**config.mk**
```make
export PLATFORM = sky130hd
export DESIGN_NAME = tlb_maint_ctrl_flat
export DESIGN_NICKNAME = d
export VERILOG_FILES = /design/src/rtl/tlb_pkg.sv /design/src/rtl/tlb_maint_ctrl_if.sv /design/src/rtl/tlb_fill_lfsr.sv /design/src/rtl/tlb_maint_ctrl.sv /design/src/flat_wrapper.sv
export SDC_FILE = /design/constraint.sdc
export NUM_CORES = 1
export LEC_CHECK = 0
export ABC_AREA = 1
export BUFFER_PORTS_ARGS = -buffer_cell sky130_fd_sc_hd__buf_2
export CORE_ASPECT_RATIO = 0.7
export CORE_MARGIN = 1.5
export CORE_UTILIZATION = 50
export DETAILED_ROUTE_END_ITERATION = 6
export HOLD_SLACK_MARGIN = 0.1
export PLACE_DENSITY = 0.79
export SYNTH_ARGS = -nofsm -noshare
export SYNTH_HDL_FRONTEND = slang
export SYNTH_SLANG_ARGS = --single-unit
```
**constraint.sdc**
```tcl
create_clock -name clk -period 1.4 [get_ports clk]
set_input_delay 0.28 -clock clk [delete_from_list [all_inputs] [get_ports clk]]
set_output_delay 0.28 -clock clk [all_outputs]
set_load 0.02 [all_outputs]
```
**src/rtl/tlb_pkg.sv**
```systemverilog
// Shared TLB maintenance definitions: op/state encodings, INVTLB ops and the INVTLB entry-match rule.
// Pure declarations, no timing or flow control.
package tlb_pkg;

  localparam int TLBNUM_DEF = 16;
  localparam int IDX_W_DEF  = 4;

  typedef enum logic [1:0] {
    TLB_OP_WR   = 2'b00,
    TLB_OP_FILL = 2'b01,
    TLB_OP_INV  = 2'b10,
    TLB_OP_RD   = 2'b11
  } tlb_op_e;

  typedef enum logic [2:0] {
    ST_IDLE  = 3'd0,
    ST_WRITE = 3'd1,
    ST_READ  = 3'd2,
    ST_SCAN  = 3'd3,
    ST_ERR   = 3'd4
  } tlb_state_e;

  localparam logic [4:0] INV_ALL0         = 5'd0;
  localparam logic [4:0] INV_ALL1         = 5'd1;
  localparam logic [4:0] INV_G            = 5'd2;
  localparam logic [4:0] INV_NG           = 5'd3;
  localparam logic [4:0] INV_NG_ASID      = 5'd4;
  localparam logic [4:0] INV_NG_ASID_VA   = 5'd5;
  localparam logic [4:0] INV_G_OR_ASID_VA = 5'd6;

  localparam logic [5:0] PS_4M = 6'd21;

  // A 4M page only carries vppn[18:9]; the low bits are offset within the page.
  function automatic logic inv_match(input logic [4:0]  invop,
                                     input logic        e_g,
                                     input logic [9:0]  e_asid,
                                     input logic [18:0] e_vppn,
                                     input logic [5:0]  e_ps,
                                     input logic [9:0]  asid,
                                     input logic [18:0] vppn);
    logic vmatch;
    logic amatch;
    logic m;
    vmatch = (e_ps == PS_4M) ? (e_vppn[18:9] == vppn[18:9]) : (e_vppn == vppn);
    amatch = (e_asid == asid);
    case (invop)
      INV_ALL0, INV_ALL1: m = 1'b1;
      INV_G:              m = e_g;
      INV_NG:             m = !e_g;
      INV_NG_ASID:        m = !e_g && amatch;
      INV_NG_ASID_VA:     m = !e_g && amatch && vmatch;
      INV_G_OR_ASID_VA:   m = (e_g || amatch) && vmatch;
      default:            m = 1'b0;
    endcase
    return m;
  endfunction

endpackage

```
**src/rtl/tlb_maint_ctrl_if.sv**
```systemverilog
// Maintenance command handshake from writeback to the TLB controller.
// valid/ready: a command transfers on the cycle both are high.
interface tlb_maint_ctrl_if
  import tlb_pkg::*;
#(
  parameter int IDX_W = IDX_W_DEF
);
  logic             cmd_valid;
  logic             cmd_ready;
  tlb_op_e          cmd_op;
  logic [4:0]       cmd_invop;
  logic [9:0]       cmd_asid;
  logic [18:0]      cmd_vppn;
  logic [IDX_W-1:0] csr_index;

  modport master (
    output cmd_valid, cmd_op, cmd_invop, cmd_asid, cmd_vppn, csr_index,
    input  cmd_ready
  );

  modport slave (
    input  cmd_valid, cmd_op, cmd_invop, cmd_asid, cmd_vppn, csr_index,
    output cmd_ready
  );
endinterface

```
**src/rtl/tlb_fill_lfsr.sv**
```systemverilog
// Free-running 8-bit LFSR (x^8+x^6+x^5+x^4+1) supplying the TLBFILL victim index.
// Advances every clock; no handshake, the consumer samples it when needed.
module tlb_fill_lfsr #(
  parameter logic [7:0] SEED  = 8'hA5,
  parameter int         IDX_W = 4
) (
  input  logic             clk,
  input  logic             resetn,
  output logic [IDX_W-1:0] idx
);

  logic [7:0] q;

  // Maximal-length taps: a nonzero seed never reaches the all-zero lockup state.
  always_ff @(posedge clk or negedge resetn) begin
    if (!resetn) begin
      q <= SEED;
    end else begin
      q <= {q[6:0], q[7] ^ q[5] ^ q[4] ^ q[3]};
    end
  end

  assign idx = q[IDX_W-1:0];

endmodule

```
**src/rtl/tlb_maint_ctrl.sv**
```systemverilog
// TLB maintenance sequencer: WR/FILL/RD finish one cycle after accept, INVTLB walks all TLBNUM entries one per cycle.
// Accepts only when idle (no back-to-back issue); optional perf counters under TLB_MAINT_PERF_CNT_EN.
module tlb_maint_ctrl
  import tlb_pkg::*;
#(
  parameter int         TLBNUM    = TLBNUM_DEF,
  parameter int         IDX_W     = IDX_W_DEF,
  parameter logic [7:0] LFSR_SEED = 8'hA5
) (
  input  logic             clk,
  input  logic             resetn,
  tlb_maint_ctrl_if.slave  cmd,
  output logic             busy,
  output logic             tlb_we,
  output logic [IDX_W-1:0] tlb_windex,
  output logic [IDX_W-1:0] tlb_rindex,
  input  logic             r_e,
  input  logic             r_g,
  input  logic [9:0]       r_asid,
  input  logic [18:0]      r_vppn,
  input  logic [5:0]       r_ps,
  output logic             clr_we,
  output logic [IDX_W-1:0] clr_index,
  output logic             rd_done,
  output logic             rd_hit,
  output logic             inv_err,
  output logic             done
`ifdef TLB_MAINT_PERF_CNT_EN
  ,
  output logic [31:0]      perf_cmd_cnt,
  output logic [31:0]      perf_clr_cnt
`endif
);

  tlb_state_e       state, state_nxt;
  logic [IDX_W-1:0] idx_q;
  logic [IDX_W-1:0] scan_cnt;
  logic [IDX_W-1:0] fill_idx;
  logic [4:0]       invop_q;
  logic [9:0]       asid_q;
  logic [18:0]      vppn_q;
  logic             accept;
  logic             scan_last;
  logic             ent_match;

  tlb_fill_lfsr #(
    .SEED  (LFSR_SEED),
    .IDX_W (IDX_W)
  ) u_fill_lfsr (
    .clk    (clk),
    .resetn (resetn),
    .idx    (fill_idx)
  );

  assign cmd.cmd_ready = (state == ST_IDLE);
  assign accept        = cmd.cmd_valid && (state == ST_IDLE);
  assign busy          = (state != ST_IDLE);
  assign scan_last     = (scan_cnt == IDX_W'(TLBNUM - 1));
  assign ent_match     = inv_match(invop_q, r_g, r_asid, r_vppn, r_ps, asid_q, vppn_q);

  always_ff @(posedge clk or negedge resetn) begin
    if (!resetn) begin
      state <= ST_IDLE;
    end else begin
      state <= state_nxt;
    end
  end

  always_comb begin
    state_nxt = state;
    case (state)
      ST_IDLE: begin
        if (accept) begin
          case (cmd.cmd_op)
            TLB_OP_WR, TLB_OP_FILL: state_nxt = ST_WRITE;
            TLB_OP_RD:              state_nxt = ST_READ;
            default:                state_nxt = (cmd.cmd_invop > INV_G_OR_ASID_VA) ? ST_ERR : ST_SCAN;
          endcase
        end
      end
      ST_SCAN: begin
        if (scan_last) begin
          state_nxt = ST_IDLE;
        end
      end
      default: state_nxt = ST_IDLE;
    endcase
  end

  // FILL takes the LFSR value present on the accepting edge, so the index is fixed for the write.
  always_ff @(posedge clk or negedge resetn) begin
    if (!resetn) begin
      idx_q   <= '0;
      invop_q <= '0;
      asid_q  <= '0;
      vppn_q  <= '0;
    end else if (accept) begin
      idx_q   <= (cmd.cmd_op == TLB_OP_FILL) ? fill_idx : cmd.csr_index;
      invop_q <= cmd.cmd_invop;
      asid_q  <= cmd.cmd_asid;
      vppn_q  <= cmd.cmd_vppn;
    end
  end

  // Counter wraps to zero on the last entry, ready for the next walk.
  always_ff @(posedge clk or negedge resetn) begin
    if (!resetn) begin
      scan_cnt <= '0;
    end else if (state == ST_SCAN) begin
      scan_cnt <= scan_cnt + IDX_W'(1);
    end
  end

  always_comb begin
    tlb_we     = 1'b0;
    tlb_windex = '0;
    tlb_rindex = '0;
    clr_we     = 1'b0;
    clr_index  = '0;
    rd_done    = 1'b0;
    rd_hit     = 1'b0;
    inv_err    = 1'b0;
    done       = 1'b0;
    case (state)
      ST_WRITE: begin
        tlb_we     = 1'b1;
        tlb_windex = idx_q;
        done       = 1'b1;
      end
      ST_READ: begin
        tlb_rindex = idx_q;
        rd_done    = 1'b1;
        rd_hit     = r_e;
        done       = 1'b1;
      end
      ST_SCAN: begin
        tlb_rindex = scan_cnt;
        clr_we     = r_e && ent_match;
        clr_index  = scan_cnt;
        done       = scan_last;
      end
      ST_ERR: begin
        inv_err = 1'b1;
        done    = 1'b1;
      end
      default: ;
    endcase
  end

`ifdef TLB_MAINT_PERF_CNT_EN
  always_ff @(posedge clk or negedge resetn) begin
    if (!resetn) begin
      perf_cmd_cnt <= '0;
      perf_clr_cnt <= '0;
    end else begin
      if (accept) begin
        perf_cmd_cnt <= perf_cmd_cnt + 32'd1;
      end
      if (clr_we) begin
        perf_clr_cnt <= perf_clr_cnt + 32'd1;
      end
    end
  end
`endif

endmodule

```
**src/flat_wrapper.sv**
```systemverilog
// flat-port wrapper written by rule: the top's interface ports become plain ports
module tlb_maint_ctrl_flat import tlb_pkg::*;
#(
  parameter int         TLBNUM    = TLBNUM_DEF,
  parameter int         IDX_W     = IDX_W_DEF,
  parameter logic [7:0] LFSR_SEED = 8'hA5
)
  (clk, resetn, busy, tlb_we, tlb_windex, tlb_rindex, r_e, r_g, r_asid, r_vppn, r_ps, clr_we, clr_index, rd_done, rd_hit, inv_err, done, cmd_cmd_valid, cmd_cmd_op, cmd_cmd_invop, cmd_cmd_asid, cmd_cmd_vppn, cmd_csr_index, cmd_cmd_ready);
  tlb_maint_ctrl_if #(.IDX_W(IDX_W)) cmd_i ();
  input  logic clk;
  input  logic resetn;
  output logic busy;
  output logic tlb_we;
  output logic [IDX_W-1:0] tlb_windex;
  output logic [IDX_W-1:0] tlb_rindex;
  input  logic r_e;
  input  logic r_g;
  input  logic [9:0] r_asid;
  input  logic [18:0] r_vppn;
  input  logic [5:0] r_ps;
  output logic clr_we;
  output logic [IDX_W-1:0] clr_index;
  output logic rd_done;
  output logic rd_hit;
  output logic inv_err;
  output logic done;
  input wire logic [$bits(cmd_i.cmd_valid)-1:0] cmd_cmd_valid;
  input wire logic [$bits(cmd_i.cmd_op)-1:0] cmd_cmd_op;
  input wire logic [$bits(cmd_i.cmd_invop)-1:0] cmd_cmd_invop;
  input wire logic [$bits(cmd_i.cmd_asid)-1:0] cmd_cmd_asid;
  input wire logic [$bits(cmd_i.cmd_vppn)-1:0] cmd_cmd_vppn;
  input wire logic [$bits(cmd_i.csr_index)-1:0] cmd_csr_index;
  output wire logic [$bits(cmd_i.cmd_ready)-1:0] cmd_cmd_ready;
  assign cmd_i.cmd_valid = cmd_cmd_valid;
  assign cmd_i.cmd_op = cmd_cmd_op;
  assign cmd_i.cmd_invop = cmd_cmd_invop;
  assign cmd_i.cmd_asid = cmd_cmd_asid;
  assign cmd_i.cmd_vppn = cmd_cmd_vppn;
  assign cmd_i.csr_index = cmd_csr_index;
  assign cmd_cmd_ready = cmd_i.cmd_ready;
  tlb_maint_ctrl #(.TLBNUM(TLBNUM), .IDX_W(IDX_W), .LFSR_SEED(LFSR_SEED)) u_core (.clk(clk), .resetn(resetn), .cmd(cmd_i), .busy(busy), .tlb_we(tlb_we), .tlb_windex(tlb_windex), .tlb_rindex(tlb_rindex), .r_e(r_e), .r_g(r_g), .r_asid(r_asid), .r_vppn(r_vppn), .r_ps(r_ps), .clr_we(clr_we), .clr_index(clr_index), .rd_done(rd_done), .rd_hit(rd_hit), .inv_err(inv_err), .done(done));
endmodule
```
==> metrics.yaml <==
status: "finished, violations left"
violations: "design-rule violations, negative setup slack"
vias: 4108
finalCritPeriodShare: 1.73
critPathMaxFanout: 2
critPathKind: "flop to output pin"
synth_warnings: 0
crit_family: "simple AND/OR/NAND/NOR gates"
crit_slowest_cell: "dfrtp_1"
initial_utilization: 0.532
rsz0062_at_grt: "yes"
drc: 2
worst-path-buf-inv: 1
arrival_ns: 2.15
cts.sinks: 53
vdd.ir_drop.worst_mv: 0.855
synth_commonest_cells: "nand2_1, inv_1, dfrtp_1, nor2_1, o21ai_0"
clkTransAtPathRegs_ns: 0.11
cellPowerDensity_mw_per_mm2: 1330
synth_nets: 475
synth.most_common_cell: "nand2_1"
die-width_um: 93.6
ys_seq_elements: 53
place_area_mm2: 0.00381
clock_skew_ns: 0.0190
post_drt_via_cell_ratio: 6.55
maxCapViolations: 0
drtIter0Drc: 509
fin_nets: 635
io_buffers: 99
avgSynthCellArea_um2: 7.29
die_h_um: 66.4
critPathCaptureType: "output pin"
synth_top_area_frac: 0.427
path_cells: "xnor2_1 > nand2_1 > nor2_1 > nand2_1 > nor2_2 > nand3_2 > a21oi_4 > buf_6"
pin_count: 100
setup-violations-final: 64
grt_max_degree: 54
cts_tree: "built"
grt.total_usage: 0.386
worstSetupStartpointType: "flop"
hold_path_class: "input port to flop"
synth-edff-count: 0
syn_to_final_growth_pct: 76.9
fin_crit_ns: 2.43
synth_cells: 394
critPathMostFrequentCell: "nand2_1"
clock_latency_ns: 0.36
cts_made_buffers: 5
drt_pre_antenna_iters: 7
clockBufferDepth: 2
grt_pass1_vias: 3616
p_total_mw: 6.75
cpPeakStageDelay_ns: 0.45
maxSlewViolCount: 0
n_antenna_cell: 0
totalWireLength_um: 16100
drive_gt1_frac: 0.524
grt_pass1_wl_um: 17800
syn_area_mm2: 0.00287
synth_flop_cell: "dfrtp_1"
grt_antenna_before_repair: 0
cp.required_ns: 1.12
grt.overflow.total: 0
synth.distinct_cells: 27
fin_setup_tns_ns: -22.93
postRouteAntennaNets: 0
hpwlAfterDp_um: 5520
cts.htree.levels: 2
netlist.top_cell.by_area: "dfrtp_1"
yosysSeqAreaShare: 0.464
power.leakage_nw: 2.64
hold_violations: 0
rows: 22
tightest_slew_ns: 0.386
dieArea_mm2: 0.00621
cts-root-buf: "clkbuf_8"
async_reset_ff_frac: 1.00
post_drt_wl_per_cell_um: 25.7
final_area_mm2: 0.00508
gp_congestion: 0.873
fin_ws_ns: -1.03
core_mm2: 0.00540
synth_area_leaders: "dfrtp_1, nand2_1, inv_1, o21ai_0, nor2_1"
max_slew_margin: 0.741
fmax_mhz: 412
cell usage in the layout, fill, tap and decap left out, drive strengths merged:
cell	count
bufinv	1
a311oi	1
dlygate4sd3	1
dfstp	4
inv	68
dfrtp	49
xnor2	11
o21ai	33
o31ai	5
nor2	35
nor4	1
clkinv	1
xor2	3
nor3	4
o22ai	4
ha	1
buf	159
nand4	6
nand3	13
nand2b	1
a21oi	8
nand2	140
clkbuf	6
metrics by stage:
step | cells | util | hold slack, ns | worst slack, ns
2_1_floorplan | 394 | - | -0.0156 | -0.0562
4_1_cts | 627 | 0.888 | 0.146 | -0.563
3_5_place_dp | 588 | 0.706 | 0.297 | -0.299
5_1_grt | 627 | 0.941 | 0.144 | -1.03
6_report | 627 | 0.941 | 0.150 | -1.03
3_3_place_gp | 588 | 0.706 | 0.294 | -0.289
layout make-up:
class,instances,area [um^2]
Clock buffer,6,72.6
Clock inverter,2,38.8
Fill cell,162,317
Inverter,67,279
Multi-Input combinational cell,266,1860
Sequential cell,53,1340
Tap cell,72,90.1
Timing Repair Buffer,160,1390
Timing Repair inverter,1,6.26
flip-flops by register name (all words and copies together), names as in the netlist:
| name | count |
|---|---|
| u_core.state | 3 |
| u_core.vppn_q | 19 |
| u_core.scan_cnt | 4 |
| u_core.idx_q | 4 |
| u_core.u_fill_lfsr.q | 8 |
| u_core.asid_q | 10 |
| u_core.invop_q | 5 |
path summary, 6_finish.rpt:
check,start,slack (ns),depth (start not counted),end
setup / recovery,u_core.vppn_q[16],-1.03,8,clr_we
hold / removal,cmd_cmd_vppn[15],0.15,3,u_core.vppn_q[15]
setup reg to reg,u_core.state[0],-0.45,10,u_core.vppn_q[13]
hold reg to reg,u_core.u_fill_lfsr.q[6],0.37,0,u_core.u_fill_lfsr.q[7]
max in group asynchronous,resetn,0.60,3,u_core.u_fill_lfsr.q[2]
min in group asynchronous,resetn,0.50,3,u_core.vppn_q[7]
where the power goes:
part	switching (mW)	internal (mW)
clock	0.640	0.539
combinational	1.91	1.43
sequential	0.369	1.86
worst reg2reg max path: stages, from the launching register on:
cell,delay [ns]
dfrtp_2,0.50
buf_6,0.15
nor3_4,0.27
buf_6,0.16
nand2_8,0.08
inv_12,0.09
buf_12,0.11
buf_12,0.11
buf_16,0.13
nand2_2,0.05
o21ai_1,0.10
what timing repair did:
action | CTS | global route
endpoints found under the setup margin | 56 | 62
endpoints found under the hold margin | 49 | 0
pin swaps | 21 | 29
cloned | 9 | 0
hold buffers | 1 | 0
buffers inserted | 22 | 11
resized for setup | 153 | 95
cell families (layout without fill, tap and decap cells):
kind of cell / Yosys count / in the layout / share of synthesized area
XOR/XNOR: 14 / 14 / 0.0427
buffers and inverters: 75 / 236 / 0.105
AO/OA/AOI/OAI: 51 / 51 / 0.0980
AND/OR/NAND/NOR: 200 / 200 / 0.286
adder cells (fa/ha/maj): 1 / 1 / 0.00436
flip-flops: 53 / 53 / 0.464
routing by layer:
metal,up-vias,track usage,share of wire
li1,1542,-,-
met1,1858,0.441,0.32
met2,516,0.674,0.44
met3,192,0.0977,0.14
met4,0,0.198,0.10
met5,-,0,0
No activity file was read; power rests on OpenSTA's default activity.
